**config.mk**
```make
export PLATFORM = sky130hd
export DESIGN_NAME = dmem_responder_flat
export DESIGN_NICKNAME = d
export VERILOG_FILES = /design/src/rtl/mips_pkg.sv /design/src/rtl/dmem_responder_if.sv /design/src/rtl/sram_1rw.sv /design/src/rtl/dmem_responder.sv /design/src/flat_wrapper.sv
export SDC_FILE = /design/constraint.sdc
export NUM_CORES = 2
export LEC_CHECK = 0
export CAP_MARGIN = 20
export CORE_UTILIZATION = 35
export CTS_CLUSTER_DIAMETER = 30
export CTS_CLUSTER_SIZE = 28
export DETAILED_ROUTE_END_ITERATION = 16
export GPL_TIMING_DRIVEN = 0
export PLACE_DENSITY = 0.55
export SLEW_MARGIN = 20
export SYNTH_ARGS = -nofsm -noshare
export SYNTH_HDL_FRONTEND = slang
export SYNTH_SLANG_ARGS = --single-unit
export TNS_END_PERCENT = 10
```
**constraint.sdc**
```tcl
create_clock -name clk -period 5.8 [get_ports clk]
set_input_delay 0.87 -clock clk [delete_from_list [all_inputs] [get_ports clk]]
set_output_delay 0.87 -clock clk [all_outputs]
set_load 0.01 [all_outputs]
```
**src/rtl/mips_pkg.sv**
```systemverilog
// Shared types and constants for the MIPS data-memory path.
// Imported by the responder, its bus interface and the storage array.
package mips_pkg;

  localparam int WORD_BYTES = 4;
  localparam int ADDR_W     = 32;
  localparam int DATA_W     = 32;

  typedef enum logic [1:0] {
    IDLE = 2'd0,
    BUSY = 2'd1,
    DONE = 2'd2
  } dmem_state_t;

  function automatic logic is_aligned(input logic [ADDR_W-1:0] addr);
    return (addr[1:0] == 2'b00);
  endfunction

endpackage

```
**src/rtl/dmem_responder_if.sv**
```systemverilog
// MEM-stage data-memory bus: request from the pipeline, response and stall back.
interface dmem_responder_if;
  import mips_pkg::*;

  logic              memreadM;
  logic              memwriteM;
  logic [ADDR_W-1:0] aluoutM;
  logic [DATA_W-1:0] writedataM;
  logic [DATA_W-1:0] readdataM;
  logic              memstallM;
  logic              misalignM;

  modport master (
    output memreadM, memwriteM, aluoutM, writedataM,
    input  readdataM, memstallM, misalignM
  );

  modport slave (
    input  memreadM, memwriteM, aluoutM, writedataM,
    output readdataM, memstallM, misalignM
  );

endinterface

```
**src/rtl/sram_1rw.sv**
```systemverilog
// Single-port word array: synchronous write, asynchronous read on the same index.
module sram_1rw
  import mips_pkg::*;
#(
  parameter  int DEPTH_WORDS = 64,
  localparam int IDX_W       = $clog2(DEPTH_WORDS)
) (
  input  logic              clk,
  input  logic              we,
  input  logic [IDX_W-1:0]  addr,
  input  logic [DATA_W-1:0] wdata,
  output logic [DATA_W-1:0] rdata
);

  logic [DATA_W-1:0] mem_q [DEPTH_WORDS];

  // storage write port; contents are intentionally not reset
  always_ff @(posedge clk) begin
    if (we) begin
      mem_q[addr] <= wdata;
    end
  end

  assign rdata = mem_q[addr];

endmodule

```
**src/rtl/dmem_responder.sv**
```systemverilog
// Data-memory responder for the MEM stage: latches a request, stalls the
// pipeline for 1+WAIT_STATES cycles, then commits the write / returns load data.
module dmem_responder
  import mips_pkg::*;
#(
  parameter int DEPTH_WORDS = 64,
  parameter int WAIT_STATES = 2
) (
  input  logic             clk,
  input  logic             reset,
  dmem_responder_if.slave  bus
);

  localparam int         IDX_W   = $clog2(DEPTH_WORDS);
  localparam logic [3:0] WAIT_LD = 4'(WAIT_STATES);

  dmem_state_t       state_q, state_d;
  logic [3:0]        cnt_q, cnt_d;
  logic              rd_q, rd_d;
  logic              wr_q, wr_d;
  logic [IDX_W-1:0]  idx_q, idx_d;
  logic [DATA_W-1:0] wdata_q, wdata_d;
  logic [DATA_W-1:0] readdata_q, readdata_d;

  logic              req_s;
  logic              aligned_s;
  logic [IDX_W-1:0]  in_idx_s;
  logic              stall_s;
  logic              misalign_s;
  logic              commit_rd_s;
  logic              commit_wr_s;
  logic [IDX_W-1:0]  mem_idx_s;
  logic [DATA_W-1:0] mem_wdata_s;
  logic [DATA_W-1:0] mem_rdata_s;
  logic              addr_unused_s;

  assign req_s         = bus.memreadM | bus.memwriteM;
  assign aligned_s     = is_aligned(bus.aluoutM);
  assign in_idx_s      = bus.aluoutM[IDX_W+1:2];
  // upper address bits alias; they take no part in the access
  assign addr_unused_s = ^bus.aluoutM[ADDR_W-1:IDX_W+2];

  // next-state, request latch and commit decode
  always_comb begin
    state_d     = state_q;
    cnt_d       = cnt_q;
    rd_d        = rd_q;
    wr_d        = wr_q;
    idx_d       = idx_q;
    wdata_d     = wdata_q;
    stall_s     = 1'b0;
    misalign_s  = 1'b0;
    commit_rd_s = 1'b0;
    commit_wr_s = 1'b0;
    mem_idx_s   = idx_q;
    mem_wdata_s = wdata_q;

    case (state_q)
      IDLE: begin
        if (req_s && aligned_s) begin
          stall_s     = 1'b1;
          rd_d        = bus.memreadM;
          wr_d        = bus.memwriteM;
          idx_d       = in_idx_s;
          wdata_d     = bus.writedataM;
          cnt_d       = WAIT_LD;
          mem_idx_s   = in_idx_s;
          mem_wdata_s = bus.writedataM;
          // with no wait states the commit edge is the request edge itself
          if (WAIT_STATES == 0) begin
            state_d     = DONE;
            commit_rd_s = bus.memreadM;
            commit_wr_s = bus.memwriteM;
          end else begin
            state_d     = BUSY;
          end
        end else if (req_s) begin
          misalign_s = 1'b1;
        end else begin
          state_d = IDLE;
        end
      end
      BUSY: begin
        stall_s = 1'b1;
        cnt_d   = cnt_q - 4'd1;
        if (cnt_q <= 4'd1) begin
          state_d     = DONE;
          commit_rd_s = rd_q;
          commit_wr_s = wr_q;
        end else begin
          state_d     = BUSY;
        end
      end
      DONE: begin
        state_d = IDLE;
        cnt_d   = 4'd0;
      end
      default: begin
        state_d = IDLE;
        cnt_d   = 4'd0;
      end
    endcase

    // read data sampled before the write lands, so read+write returns old contents
    if (commit_rd_s) begin
      readdata_d = mem_rdata_s;
    end else begin
      readdata_d = readdata_q;
    end
  end

  // state, counter, request latch and load-data registers
  always_ff @(posedge clk) begin
    if (reset) begin
      state_q    <= IDLE;
      cnt_q      <= 4'd0;
      rd_q       <= 1'b0;
      wr_q       <= 1'b0;
      idx_q      <= '0;
      wdata_q    <= '0;
      readdata_q <= '0;
    end else begin
      state_q    <= state_d;
      cnt_q      <= cnt_d;
      rd_q       <= rd_d;
      wr_q       <= wr_d;
      idx_q      <= idx_d;
      wdata_q    <= wdata_d;
      readdata_q <= readdata_d;
    end
  end

  sram_1rw #(
    .DEPTH_WORDS (DEPTH_WORDS)
  ) u_sram (
    .clk   (clk),
    .we    (commit_wr_s & ~reset),
    .addr  (mem_idx_s),
    .wdata (mem_wdata_s),
    .rdata (mem_rdata_s)
  );

  assign bus.readdataM = readdata_q;
  assign bus.memstallM = stall_s & ~reset;
  assign bus.misalignM = misalign_s & ~reset;

endmodule

```
**src/flat_wrapper.sv**
```systemverilog
// flat-port wrapper written by rule: the top's interface ports become plain ports
module dmem_responder_flat import mips_pkg::*;
#(
  parameter int DEPTH_WORDS = 64,
  parameter int WAIT_STATES = 2
)
  (clk, reset, bus_memreadM, bus_memwriteM, bus_aluoutM, bus_writedataM, bus_readdataM, bus_memstallM, bus_misalignM);
  dmem_responder_if bus_i ();
  input  logic clk;
  input  logic reset;
  input wire logic [$bits(bus_i.memreadM)-1:0] bus_memreadM;
  input wire logic [$bits(bus_i.memwriteM)-1:0] bus_memwriteM;
  input wire logic [$bits(bus_i.aluoutM)-1:0] bus_aluoutM;
  input wire logic [$bits(bus_i.writedataM)-1:0] bus_writedataM;
  output wire logic [$bits(bus_i.readdataM)-1:0] bus_readdataM;
  output wire logic [$bits(bus_i.memstallM)-1:0] bus_memstallM;
  output wire logic [$bits(bus_i.misalignM)-1:0] bus_misalignM;
  assign bus_i.memreadM = bus_memreadM;
  assign bus_i.memwriteM = bus_memwriteM;
  assign bus_i.aluoutM = bus_aluoutM;
  assign bus_i.writedataM = bus_writedataM;
  assign bus_readdataM = bus_i.readdataM;
  assign bus_memstallM = bus_i.memstallM;
  assign bus_misalignM = bus_i.misalignM;
  dmem_responder #(.DEPTH_WORDS(DEPTH_WORDS), .WAIT_STATES(WAIT_STATES)) u_core (.clk(clk), .reset(reset), .bus(bus_i));
endmodule
```
==> results.ini <==
[timing]
tightest_slew_ns=1.337
setup_viol_count_final=2
worst_slack_ns=-0.1038
hold_violations=0
rsz0062_at_grt=no
fin_crit_ns=5.904
hold_slack_ns=0.4560
fin_crit_sh_pct=101.8
skew_ns=0.1028
slew_violations=0
fmax_mhz=169.4
relSlewSlack_pct=10.19

[logic_synthesis]
synth-adder-area-share_pct=0.03054
ys.flop_type=edfxtp_1
synth_mux_area_share_pct=0.3695
synth_edf_count=2048
synth_fp_nets=5401
async_flop_share_pct=0
synthSimpleGateAreaFrac_pct=4.952
ys_ff_latch=2126
synthTopCellsByCount=edfxtp_1 (2048), o21ai_0 (582), a22oi_1 (357)
netlist.area_leader.share_pct=75.05
synth_top_family_by_area=compound AO/OA/AOI/OAI gates
ys_types=67
synth_area_sq_mm=0.08194
yosysSeqAreaShare_pct=76.96
synth-xor-area-share_pct=0.01069
syn_inst=5331
ys_warn_count=0
ys_top_cells_by_area=edfxtp_1 (75%), o21ai_0 (3.6%), a22oi_1 (3.3%), a21oi_1 (2.1%), nand3_1 (2.0%)
yosysTopAreaCell=edfxtp_1
synth-compound-area-share_pct=15.35
avgSynthCellArea_sq_um=15.37
yosysMostFrequentCell=edfxtp_1

[worst_setup_path]
worstSetupPathType=in2reg
start_kind=primary input
crit_fanout=10
required_ns=6.60
worstPathArrival_ns=6.70
endpoint_kind=register

[clock_network]
holdBufCountCts=0
cts_buffer_depth=4
cts_root_buf=clkbuf_16
cts_tree=built
path_clk_slew_ns=0.05
cts.sinks=2126
cts-buffers-inserted=443
htreeDepth=5
postCtsResizedCells=0
post_cts_buffers=0
worstSkewPairLatency_ns=0.99

[die]
top_level_ports=102
start_util_pct=35.20
dieArea_sq_mm=0.2361
std_cell_rows=177
die_h_microns=485.9
core_area_sq_mm=0.2328
die_x_microns=485.9

[pwr]
p_leak_nw=34.61
p_per_area_mw_per_mm2=414.6
max-vdd-ir-drop_mv=0.2214

[placement]
place_area_sq_mm=0.09204
port_buffers=76
gp_congestion=0.9305
dp.cells=8730
dp_hpwl_microns=249700

[detailed_routing]
dr.pass1.iters=6
vias=60260
ant_nets=0
drc=0
postRouteWirelength_microns=365500
avgViaCountPerCell=6.310
wl_per_cell_microns=38.28
drt_iter0_drc=11330

[layout]
drive_gt1_share_pct=19.10
layout.nets=6116
area_growth_pct=30.52
final_cells=9550
fin_area_sq_mm=0.1070

[grt]
busiest_layer=met2
use_met2_pct=44.56
grt_overflow=0
antenna_found_initial=34
grtUsageMet1_pct=37.00
grt_pass1_vias=55960
grt_usage_pct=30.13
use_met3_pct=9.465
grt_max_degree=65
grt_pass1_wl_microns=482700

[hold_path]
worst_hold_path_type=reg2reg

[outcome]
status=finished, violations left
violations=setup timing

[job]
maxCapViolations=0

==> layer usage <==
| layer | wire [microns] | part of all wire [%] |
|---|---|---|
| met5 | 164 | 0.045 |
| met4 | 31650 | 8.7 |
| met3 | 50490 | 14 |
| met2 | 157800 | 43 |
| met1 | 125400 | 34 |
==> power by group <==
part	switching, mW	internal (mW)	total (mW)
combinational	1.81	0.522	2.33
sequential	0.00954	17.0	17.0
clock	8.34	16.7	25.0
total	10.2	34.2	44.3
==> cells by family after synthesis <==
group,after synthesis
fa+ha+maj,2
mux,30
compound gates,1949
simple gates,775
flops,2126
buf+inv,448
xor+xnor,1
==> placed cells by master, fill, tap and decap left out, drive strengths merged, types with 6 or more instances in the layout <==
cell type      instances
edfxtp              2048
clkbuf               794
o21ai                582
a22oi                357
buf                  350
a21oi                346
nand3                334
o21a                 222
clkinv               170
a31oi                132
nand2                123
nor2                 111
dfxtp                 78
clkdlybuf4s50         76
a2111oi               70
and4                  65
o41ai                 65
a22o                  56
bufinv                56
clkinvlp              51
nor4                  47
mux2i                 28
and3                  27
inv                   27
a311oi                26
nor3                  19
a21o                  17
o2111ai               17
or2                   14
diode                 11
a221oi                11
a41o                  10
o21bai                 8
nor2b                  6
o311a                  6
==> worst paths after layout <==
check	to	from	depth (start not counted)	slack (ns)
hold reg to reg	u_core.wr_q	u_core.wr_q	2	0.46
setup / recovery	u_core.bus.readdataM[26]	bus_memreadM	12	-0.10
hold / removal	u_core.wr_q	u_core.wr_q	2	0.46
setup reg to reg	u_core.bus.readdataM[26]	u_core.state_q[0]	11	0.09
==> flip-flops by register name, indices dropped and copies added, names as in the netlist <==
signal,count
u_core.u_sram.mem_q,2048
u_core.bus.readdataM,32
u_core.wdata_q,32
u_core.idx_q,6
u_core.cnt_q,4
u_core.state_q,2
u_core.rd_q,1
u_core.wr_q,1
==> layout make-up <==
type / instances / area, sq um
Fill cell: 19870 / 125800
Sequential cell: 2126 / 63060
Multi-Input combinational cell: 2757 / 18020
Clock buffer: 505 / 11570
Timing Repair Buffer: 270 / 5216
Tap cell: 3132 / 3919
Clock inverter: 301 / 3202
Buffer: 445 / 1928
Antenna cell: 11 / 27.53
Inverter: 3 / 11.26
==> stage by stage <==
stage / util, % / power, mW / setup TNS [ns] / worst slack (ns)
after floorplan: - / 18.19 / 0 / 1.266
after global placement: 37.21 / 19.33 / -9770.63 / -4.406
after detailed placement: 39.54 / 19.44 / -266.72 / -0.8244
after CTS: 45.89 / 44.15 / 0 / 0.1333
after global routing: 45.94 / 45.01 / 0 / 0.1234
final: 45.95 / 44.34 / -0.2071 / -0.1038
==> worst max-delay path: stages <==
cell and delay [ns]:
clkdlybuf4s50_1 0.46, or2_0 0.23, buf_2 0.19, nand3_1 0.20, buf_2 0.59, mux2i_1 0.78
nand2b_1 0.19, clkbuf_1 0.98, clkbuf_2 0.83, a31oi_1 0.09, nor4_1 1.03, a311oi_1 0.20
Note: power is estimated with default switching activity, not from simulation.
